### src/rtl/game_controller.sv
// Naval-battle game-flow controller: idle/prep/attack/over FSM that
// resolves confirm pulses against the ship map and tracks shots, hits and result.
//
// Ports:
//   clk, reset (async, active-low)
//   start, confirmAttack         : single-cycle debounced pulses
//   x_coord_code, y_coord_code   : target column / row
//   selected_map                 : ship map, 1 = ship cell, bit = x*COLUNE_SIZE+y
//   game_state_code              : 00 IDLE, 01 PREP, 10 ATTACK, 11 OVER
//   shot_mask, hit_mask          : fired cells / hit ship cells
//   shots_left, hits_left        : remaining shots / unhit ship cells
//   ledRgb                       : {r,g,b} feedback of the last event
//   win                          : result, meaningful in OVER
//   attack_done                  : one-cycle pulse per consumed shot
module game_controller #(
  parameter int MAP_WIDTH     = 35,
  parameter int COLUNE_SIZE   = 7,
  parameter int TOTAL_COLUNES = 5,
  parameter int MAX_SHOTS     = 20,
  parameter int SHOT_WIDTH    = 5
) (
  input  logic                  clk,
  input  logic                  reset,
  input  logic                  start,
  input  logic                  confirmAttack,
  input  logic [2:0]            x_coord_code,
  input  logic [2:0]            y_coord_code,
  input  logic [MAP_WIDTH-1:0]  selected_map,
  output logic [1:0]            game_state_code,
  output logic [MAP_WIDTH-1:0]  shot_mask,
  output logic [MAP_WIDTH-1:0]  hit_mask,
  output logic [SHOT_WIDTH-1:0] shots_left,
  output logic [5:0]            hits_left,
  output logic [2:0]            ledRgb,
  output logic                  win,
  output logic                  attack_done
);

  typedef enum logic [1:0] {
    S_IDLE = 2'b00,
    S_PREP = 2'b01,
    S_ATK  = 2'b10,
    S_OVER = 2'b11
  } state_t;

  localparam logic [2:0] LED_OFF  = 3'b000;
  localparam logic [2:0] LED_BAD  = 3'b101;
  localparam logic [2:0] LED_REP  = 3'b001;
  localparam logic [2:0] LED_HIT  = 3'b010;
  localparam logic [2:0] LED_MISS = 3'b100;

  localparam logic [2:0] X_LIM = 3'(TOTAL_COLUNES);
  localparam logic [2:0] Y_LIM = 3'(COLUNE_SIZE);
  localparam logic [SHOT_WIDTH-1:0] SHOTS_INIT =
    SHOT_WIDTH'(MAX_SHOTS);
  localparam logic [SHOT_WIDTH-1:0] SHOT_ONE =
    SHOT_WIDTH'(1);

  state_t                 state_q, state_d;
  logic [MAP_WIDTH-1:0]   shot_q, shot_d;
  logic [MAP_WIDTH-1:0]   hit_q, hit_d;
  logic [SHOT_WIDTH-1:0]  shots_q, shots_d;
  logic [5:0]             hits_q, hits_d;
  logic [2:0]             led_q, led_d;
  logic                   win_q, win_d;
  logic                   done_q, done_d;

  logic [5:0]             ship_cnt;
  logic [5:0]             idx;
  logic                   coord_ok;

  function automatic logic [5:0] popcnt(
    input logic [MAP_WIDTH-1:0] m
  );
    logic [5:0] c;
    c = '0;
    for (int i = 0; i < MAP_WIDTH; i++)
      c = c + {5'b0, m[i]};
    return c;
  endfunction

  assign ship_cnt = popcnt(selected_map);
  assign coord_ok = (x_coord_code < X_LIM) &&
                    (y_coord_code < Y_LIM);
  assign idx = 6'(x_coord_code) * 6'(COLUNE_SIZE)
             + 6'(y_coord_code);

  always_comb begin
    state_d = state_q;
    shot_d  = shot_q;
    hit_d   = hit_q;
    shots_d = shots_q;
    hits_d  = hits_q;
    led_d   = led_q;
    win_d   = win_q;
    done_d  = 1'b0;
    unique case (state_q)
      S_IDLE: begin
        if (start) state_d = S_PREP;
      end
      S_PREP: begin
        if (start) begin
          if (ship_cnt == 6'd0) begin
            led_d = LED_BAD;
          end else begin
            hits_d  = ship_cnt;
            shots_d = SHOTS_INIT;
            shot_d  = '0;
            hit_d   = '0;
            led_d   = LED_OFF;
            state_d = S_ATK;
          end
        end
      end
      S_ATK: begin
        if (confirmAttack) begin
          if (!coord_ok) begin
            led_d = LED_BAD;
          end else if (shot_q[idx]) begin
            led_d = LED_REP;
          end else begin
            shot_d[idx] = 1'b1;
            shots_d     = shots_q - SHOT_ONE;
            done_d      = 1'b1;
            if (selected_map[idx]) begin
              hit_d[idx] = 1'b1;
              hits_d     = hits_q - 6'd1;
              led_d      = LED_HIT;
            end else begin
              led_d = LED_MISS;
            end
            // Sinking the last ship wins even on the final shot.
            if (hits_d == 6'd0) begin
              win_d   = 1'b1;
              led_d   = LED_HIT;
              state_d = S_OVER;
            end else if (shots_d == '0) begin
              win_d   = 1'b0;
              led_d   = LED_MISS;
              state_d = S_OVER;
            end
          end
        end
      end
      S_OVER: begin
        led_d = win_q ? LED_HIT : LED_MISS;
        if (start) begin
          shot_d  = '0;
          hit_d   = '0;
          shots_d = '0;
          hits_d  = '0;
          win_d   = 1'b0;
          led_d   = LED_OFF;
          state_d = S_IDLE;
        end
      end
      default: state_d = S_IDLE;
    endcase
  end

  always_ff @(posedge clk or negedge reset) begin
    if (!reset) begin
      state_q <= S_IDLE;
      shot_q  <= '0;
      hit_q   <= '0;
      shots_q <= '0;
      hits_q  <= '0;
      led_q   <= LED_OFF;
      win_q   <= 1'b0;
      done_q  <= 1'b0;
    end else begin
      state_q <= state_d;
      shot_q  <= shot_d;
      hit_q   <= hit_d;
      shots_q <= shots_d;
      hits_q  <= hits_d;
      led_q   <= led_d;
      win_q   <= win_d;
      done_q  <= done_d;
    end
  end

  assign game_state_code = state_q;
  assign shot_mask       = shot_q;
  assign hit_mask        = hit_q;
  assign shots_left      = shots_q;
  assign hits_left       = hits_q;
  assign ledRgb          = led_q;
  assign win             = win_q;
  assign attack_done     = done_q;

endmodule

### config.mk
export PLATFORM = sky130hd
export DESIGN_NAME = game_controller
export DESIGN_NICKNAME = d
export VERILOG_FILES = /design/src/rtl/game_controller.sv
export SDC_FILE = /design/constraint.sdc
export NUM_CORES = 1
export LEC_CHECK = 0
export ABC_AREA = 1
export CORE_UTILIZATION = 50
export DETAILED_ROUTE_END_ITERATION = 10
export PLACE_DENSITY = 0.79
export SYNTH_ARGS = -nofsm -noshare
export SYNTH_HDL_FRONTEND = slang
export SYNTH_SLANG_ARGS = --single-unit
### constraint.sdc
create_clock -name clk -period 5.3 [get_ports clk]
set_input_delay 0.53 -clock clk [delete_from_list [all_inputs] [get_ports clk]]
set_output_delay 0.53 -clock clk [all_outputs]
set_load 0.01 [all_outputs]
# Word level (Yosys, flattened, before mapping)
# Cells that the tools add are included.
# op_classes
n_addsub,37
multipliers,1
order_cmp,4
n_eq_ne,12
muxes,69
n_bitwise,2
n_reduce_logical,13
# op_table
op,count
35-bit 2-to-1 mux,10
35-bit one-hot mux with 3 select lines,2
6-bit by 1-bit adder with 6-bit output,29
35-bit bitwise OR,2
6-bit 2-to-1 mux,11
3-bit 2-to-1 mux,10
5-bit 2-to-1 mux,6
2-bit 2-to-1 mux,9
6-bit one-hot mux with 3 select lines,1
"2-bit != test, second input constant",8
8-bit AND reduction,2
5-bit one-hot mux with 3 select lines,1
1-bit 2-to-1 mux,13
1-bit binary-select mux with 6-bit select,2
6-bit zero test,2
3-bit one-hot mux with 3 select lines,1
2-bit one-hot mux with 4 select lines,1
"6-bit by 7-bit < comparator with 1-bit output, second input constant",1
7-bit AND reduction,1
5-bit by 1-bit adder with 6-bit output,1
6-bit by 3-bit adder with 6-bit output,1
1-bit demux with 6-bit select,1
"6-bit by 1-bit >= comparator with 1-bit output, second input constant",1
"3-bit < comparator, second input constant",2
other kinds (18),20
# totals
regBits,88
out_inout_bits,88

# Logic depth before layout (Yosys ltp)
# Gate-level depths: netlist of the first run.
# logic_depth
depth_word,38
depth_mapped,26

# Worst setup path after synthesis of the first run
# No wires, ideal clock.
# synth_timing
path_type,input-to-reg
from,input port selected_map[11]
to,"register shot_q[10], in the netlist shot_mask[10]"
arrival_ns,5.591
required_time_ns,5.164
path_slack_ns,-0.428
cell_stages,19
n_path_buf,1
path_cell_list,inv_1 -> fa_1 -> inv_1 -> fa_1 -> inv_1 -> fa_1 -> fa_1 -> fa_1 -> fa_1 -> inv_1 -> fa_1 -> inv_1 -> fa_1 -> o21ai_0 -> xor2_1 -> nor3_1 -> a211oi_1 -> clkbuf_1 -> a21oi_1
# synth_between
elab_chain_cells,27
# synth_lines
item,line,rtl
start: declaration,28,"input logic [MAP_WIDTH-1:0] selected_map,"
6-bit by 1-bit adder with 6-bit output (24 in series),78,"c = c + {5'b0, m[i]};"
6-bit zero test,103,if (ship_cnt == 6'd0) begin
2-bit != test (no source line),-,
7-bit AND reduction (no source line),-,
end signal: assignment,173,shot_q <= shot_d;
end: declaration,60,"logic [MAP_WIDTH-1:0] shot_q, shot_d;"
# No other way between the ends.
# A chain may end at the register's enable or synchronous reset.

# Worst setup path in the final report of the first run
# layout_timing
from,input port selected_map[15]
to,"register hit_q[3], in the netlist hit_mask[3]"
# layout_between
elab_chain_cells,23
word_cells_on_any_way,26
classes_between,add/sub: 20; eq/ne: 2; mux: 2; reduce/logical: 2
# layout_lines
item,line,rtl
6-bit by 1-bit adder with 6-bit output (20 in series),78,
6-bit zero test,103,
2-bit != test (no source line),-,
8-bit AND reduction (no source line) *,-,
end signal: assignment,174,hit_q <= hit_d;
end: declaration,61,"logic [MAP_WIDTH-1:0] hit_q, hit_d;"
# Every way passes the cells marked *; elsewhere a longest branch is shown, timed or not. The select of a mux whose other input is x is not followed.

==> key figures, run 1 <==
Setup path
  – Worst setup SP type: input port
  – Crit Path Category: in2reg
  – CP endpoint kind: flop
  – CP Data Arrival Time: 5980 ps
  – Worst Path Required: 5520 ps
  – Crit path max fanout: 10

Floorplan
  – Core Region: 12100 sq um
  – Io pins: 133
  – Initial Util: a little over 50%
  – Die width: 114 um
  – Die area: 13000 sq um
  – Row count: 40
  – Die Ht: about 110 um

Timing
  – Slew of the pin with the lowest slew margin: 1020 ps
  – Final Max Tran Viols: 0
  – TNS Setup: -32150 ps
  – Maximum clock frequency: 174 MHz
  – Unrepaired setup endpoints after global routing: yes
  – Period minus WS final: 5760 ps
  – Final setup fails: 85
  – Clock skew: 8.18 ps
  – Final Hold Viols: 0
  – Final critical-path share of the clock period: 109%
  – WHS: 510 ps
  – Setup ws final: -462 ps
  – Worst rel slew slack: 31.8%

Outcome
  – Status: finished with violations
  – Failing checks: setup timing

Hold path
  – Hold Path Class: reg2reg

Power
  – Worst vdd ir: around 0.5 mV
  – Pwr Total: slightly above 6 mW
  – Pwr dens: 665 nW/um^2
  – Static Leak: 4.49 nW

Logic synthesis
  – Yosys reg bits: 88
  – Post-Synthesis Cells: 833
  – Unique cell type count in the Yosys netlist: 39
  – Yosys top cell area share: a little over a third
  – Synthesized Nets: 934
  – Top area cells in the synthesized netlist: dfrtp_1, nand2_1, fa_1
  – Post-Syn Area per Cell: around 7.5 sq um
  – Synthesis warning total: 0
  – Sequential area share after synthesis: a little over a third
  – Yosys top cell by area: dfrtp_1
  – Synthesized area: 6250 sq um

Global routing
  – Total track usage: 32.5%
  – Maximum number of pins on one net before global-route repair: 80
  – Total gr overflow: 0
  – First-pass GRT wire length: 32.5 mm
  – Vias in the first global route: 6591
  – Initial antenna violation count: 0

Detailed routing
  – # DRC: 0
  – Final antenna-violating net count: 0
  – Post-Route WL: 22.4 mm
  – 1st-iter DRT viols: 715
  – Initial DRT Pass Iterations: 6
  – Routed wire per std cell: ~18 um
  – Vias/cell: approximately 5.6
  – DR vias: roughly 7000

Clock network
  – Clock-pin slew on the worst setup and hold paths: ~60 ps
  – Num CTS Buffers: 9
  – H-tree levels: 3
  – CTS Root Cell: clkbuf_16
  – CTS tree: done
  – # clock sinks: 88
  – CTS Buffer Depth: 2
  – Worst skew pair latency: ~350 ps

Placement
  – Placed inst area: 8070 sq um
  – Placer Congestion: around 0.95
  – DP HPWL: 13.0 mm
  – Port Buffers: 132
  – Placement Setup Slack: -887 ps

Final layout
  – Layout cells sized above 1: 26.0%
  – Antenna cells: 0
  – Synth-to-Final Area Change: 49.7%
  – Fin area: 9360 sq um
  – Final nets: approximately 1200

Job
  – Max_cap viols: 0
[Yosys cell counts]
cell type / number
o21ai_2: 5
buf_6: 4
nand3_2: 2
and3_1: 2
o22ai_1: 12
inv_2: 6
buf_2: 8
xnor2_1: 3
o31ai_1: 3
nor2_4: 3
nand3_4: 1
nor3_1: 6
ha_1: 25
o21ai_0: 67
nor2_1: 70
nand2_2: 6
a31oi_1: 1
nand4_2: 1
or2_2: 1
nand2_1: 205
clkbuf_1: 10
inv_1: 148
nor3_2: 1
xor2_1: 7
nand3b_1: 1
nor2_2: 2
nand3_1: 36
nand2_4: 2
inv_4: 1
o221ai_1: 1
nand4_1: 12
o21ai_1: 9
a22oi_1: 1
a211oi_1: 1
a21boi_0: 1
buf_4: 2
fa_1: 31
a21oi_1: 48
dfrtp_1: 88
[cells by family after synthesis]
logic type      Yosys count  synth area share (%)
compound gates          149                  12.8
flops                    88                  35.2
xor+xnor                 10                  1.40
fa+ha+maj                56                  14.9
simple gates            351                  24.1
buf+inv                 179                  11.5
[cell usage in the layout, fill, tap and decap left out, types with 15 or more instances in the layout]
cell             synthesis  final
nand2_1                205    159
inv_1                  148    131
clkdlybuf4s50_1          0    113
dfrtp_1                 88     88
buf_4                    2     75
nor2_1                  70     68
o21ai_0                 67     44
nand2_2                  6     39
nand3_1                 36     31
fa_1                    31     29
a21oi_2                  0     28
o21ai_1                  9     27
ha_1                    25     25
inv_2                    6     22
a21oi_1                 48     19
nand2_4                  2     15
[report_power, final]
group | switching, mW | total, mW | internal [mW]
combinational | 2.59 | 4.68 | 2.09
clock | 0.277 | 0.608 | 0.331
sequential | 0.132 | 0.939 | 0.806
[final timing paths]
check / from / cells after the start / end / slack (ps)
worst max-delay path: selected_map[15] / 24 / hit_mask[3] / -460
worst min-delay path: ledRgb[1] / 2 / ledRgb[1] / 510
worst max register to register: game_state_code[0] / 13 / hit_mask[3] / 2630
worst min register to register: ledRgb[1] / 2 / ledRgb[1] / 510
max in group asynchronous: reset / 3 / game_state_code[0] / 3550
min in group asynchronous: reset / 2 / hits_left[0] / 540
[per-layer routing]
metal	track usage, %	share of wire (%)
met5	0	0
met4	14.6	5.6
met3	6.70	9.7
met2	55.7	48
met1	39.7	37
[registers in the layout (all words and copies together) (netlist names)]
register,flops
ledRgb,3
hits_left,6
attack_done,1
shots_left,5
game_state_code,2
hit_mask,35
shot_mask,35
win,1
[area by class of cell]
type                    instances  area (sq um)
repair buffers                229          2260
multi-input cells             567          3810
well taps                     168           210
inverters                     155           602
clock buffers                  10           239
flip-flops and latches         88          2200
clock inverters                 6          42.5
fillers                       798          2750
[worst max-delay path: stages]
cell,delay (ps)
buf_2,90
inv_2,50
fa_1,630
inv_2,70
fa_1,540
inv_2,50
fa_1,510
fa_1,450
fa_1,520
fa_1,430
inv_1,90
fa_2,230
inv_2,60
fa_2,380
o21ai_2,180
xor2_2,240
nor3_4,80
a21oi_2,190
nand3_4,130
clkinv_8,100
nand2_8,100
buf_12,180
nand2_1,70
o21ai_1,80
[stage by stage]
stage	cells	util, %
2_1_floorplan	833	-
3_3_place_gp	1149	66.7
3_5_place_dp	1149	66.7
4_1_cts	1217	74.5
5_1_grt	1223	77.3
6_report	1223	77.3
[what timing repair did]
item,4_1_cts,5_1_grt
buffers inserted,47,6
resized for setup,135,84
gates cloned,5,4
setup endpoints to repair,85,87
hold buffers,1,0
endpoints found under the hold margin,9,0
pin swaps,13,24
No activity file was read; power rests on OpenSTA's default activity.
==> inputs of run 2 (changes only) <==
CAP_MARGIN = 20   (was unset)
==> run 2 against run 1 <==
Net effect: first-iteration DRC count increased by 8.1%; global-route usage unchanged; power about the same; clock power about the same; die area unchanged; the run still ends with setup timing left; via count decreased by 0.17%; worst hold slack improved by 2.5 ps.
==> key figures, run 2 (synthesized netlist as in run 1, its figures left out) <==
Outcome
  – Status: finished with violations
  – Failing checks: setup timing

Detailed routing
  – Routed wire per std cell: 18.4 um
  – DR vias: 6879
  – Vias/cell: ~5.6
  – Post-Route WL: 22.5 mm
  – Initial DRT Pass Iterations: 8
  – 1st-iter DRT viols: 773
  – Final antenna-violating net count: 0
  – # DRC: 0

Timing
  – Unrepaired setup endpoints after global routing: yes
  – Final critical-path share of the clock period: 109%
  – Final setup fails: 85
  – Final Max Tran Viols: 0
  – Setup ws final: -469 ps
  – Clock skew: 6.47 ps
  – Final Hold Viols: 0
  – Slew of the pin with the lowest slew margin: 722 ps
  – TNS Setup: -31160 ps
  – Maximum clock frequency: between 150 and 200 MHz
  – Worst rel slew slack: 51.5%
  – Period minus WS final: 5770 ps

Final layout
  – Fin area: 9400 sq um
  – Most frequent cells in the layout: nand2_1, inv_1, clkdlybuf4s50_1, dfrtp_1, buf_4
  – Final core utilization: 77.6%
  – Final nets: around 1200
  – Layout cells sized above 1: 26.1%
  – Storage element area: ~2200 sq um
  – Fill count: 794
  – Antenna cells: 0
  – Multi-input gate area: 3820 sq um
  – Commonest non-fill, non-tap cell in the layout: nand2_1
  – Synth-to-Final Area Change: 50.2%

Global routing
  – Total gr overflow: 0
  – Maximum number of pins on one net before global-route repair: 80
  – First-pass GRT wire length: approximately 33 mm
  – Vias in the first global route: 6591
  – Initial antenna violation count: 0
  – Total track usage: 32.5%

Setup path
  – Reg2Reg Depth: 12
  – CP Buf/Inv Count: 8
  – Worst setup SP type: input port
  – Reg2Reg Setup Slack: 2620 ps
  – Worst R2R Start: game_state_code[0]
  – CP endpoint kind: flop
  – Reg2reg end: hit_mask[3]
  – Crit path max fanout: 10
  – Crit path top cell by count: fa_1
  – Cell breakdown of the critical path: buf_2 -> inv_2 -> fa_1 -> inv_2 -> fa_1 -> inv_2 -> fa_1 -> fa_1 -> fa_1 -> fa_1 -> inv_1 -> fa_2 -> inv_2 -> fa_2 -> o21ai_2 -> xor2_2 -> nor3_4 -> a21oi_2 -> nand3_4 -> clkinv_8 -> nand2_8 -> clkbuf_16 -> o21ai_1
  – CP Data Arrival Time: 6030 ps
  – Worst Path Required: 5560 ps
  – Largest stage delay, worst path: 630 ps
  – Crit Path Category: in2reg
  – Top delay family on crit path: adder cells
  – Slowest-stage cell, CP: fa_1

Floorplan
  – Row count: 40
  – Io pins: 133
  – Initial Util: around half
  – Die Ht: 114 um
  – Die area: between 10000 and 15000 sq um
  – Core Region: between 10000 and 15000 sq um
  – Die width: 114 um

Power
  – Pwr dens: 663 nW/um^2
  – Worst vdd ir: 0.511 mV
  – Static Leak: 4.51 nW

Clock network
  – # clock sinks: 88
  – CTS Buffer Depth: 2
  – Worst skew pair latency: 350 ps
  – CTS Root Cell: clkbuf_16
  – CTS tree: done
  – H-tree levels: 3
  – Num CTS Buffers: 9
  – Clock-pin slew on the worst setup and hold paths: 60 ps

Hold path
  – Cell depth of the worst min-delay path: 2
  – Hold Path Class: reg2reg
  – HP Start: ledRgb[1]
  – Min-Delay Endpoint: ledRgb[1]

Job
  – Max_cap viols: 0

Placement
  – Placer Congestion: 0.947
  – Placed inst area: 8070 sq um
  – Port Buffers: between 100 and 150
  – DP HPWL: roughly 13 mm
run 2: worst max-delay path by stage:
stage | endpoint | start | depth (start not counted) | slack, ps
floorplan | hit_mask[0] | selected_map[11] | 24 | -150
global placement | hit_mask[12] | selected_map[11] | 24 | -760
detailed placement | hit_mask[13] | selected_map[11] | 25 | -890
CTS | hit_mask[3] | selected_map[17] | 23 | -130
global route | hit_mask[3] | selected_map[15] | 23 | -580
finish | hit_mask[3] | selected_map[15] | 23 | -470
run 2: tightest hold or removal path, delay by kind of cell, from the launching register on:
kind	cells	cell delay, ps
DFF	1	350
and+or+nand+nor	2	130
run 2: routing by layer:
metal,part of all wire [%],vias to the layer above,GRT usage (%)
met1,38,3236,39.7
li1,-,3058,-
met3,9.3,116,6.70
met2,48,469,55.7
met4,5.3,0,14.6
met5,0,-,0
run 2: repair_timing:
action,4_1_cts,5_1_grt
hold buffers,1,0
gates cloned,5,4
gates resized for setup,135,86
setup endpoints to repair,85,87
endpoints found under the hold margin,9,0
pin swaps,13,24
setup buffers,47,6
run 2: cell type report:
type                    count  share of cell area, %
clock buffers              10                   2.54
well taps                 168                   2.24
repair buffers            230                   24.3
clock inverters             6                  0.453
multi-input cells         567                   40.6
inverters                 155                   6.40
flip-flops and latches     88                   23.4
run 2: power breakdown:
group | leakage [nW] | switching [mW] | internal [mW]
logic | 3.18 | 2.59 | 2.09
registers | 1.20 | 0.135 | 0.806
clock network | 0.135 | 0.276 | 0.331
run 2: per-stage QoR:
| stage | total power [mW] | worst slack, ps | std cells | hold WS, ps |
|---|---|---|---|---|
| after floorplan | 3.05 | -147 | 833 | 234 |
| after global placement | 4.10 | -756 | 1149 | 361 |
| after detailed placement | 4.17 | -887 | 1149 | 362 |
| after CTS | 5.52 | -129 | 1217 | 515 |
| after global routing | 6.55 | -577 | 1224 | 535 |
| final | 6.23 | -469 | 1224 | 512 |
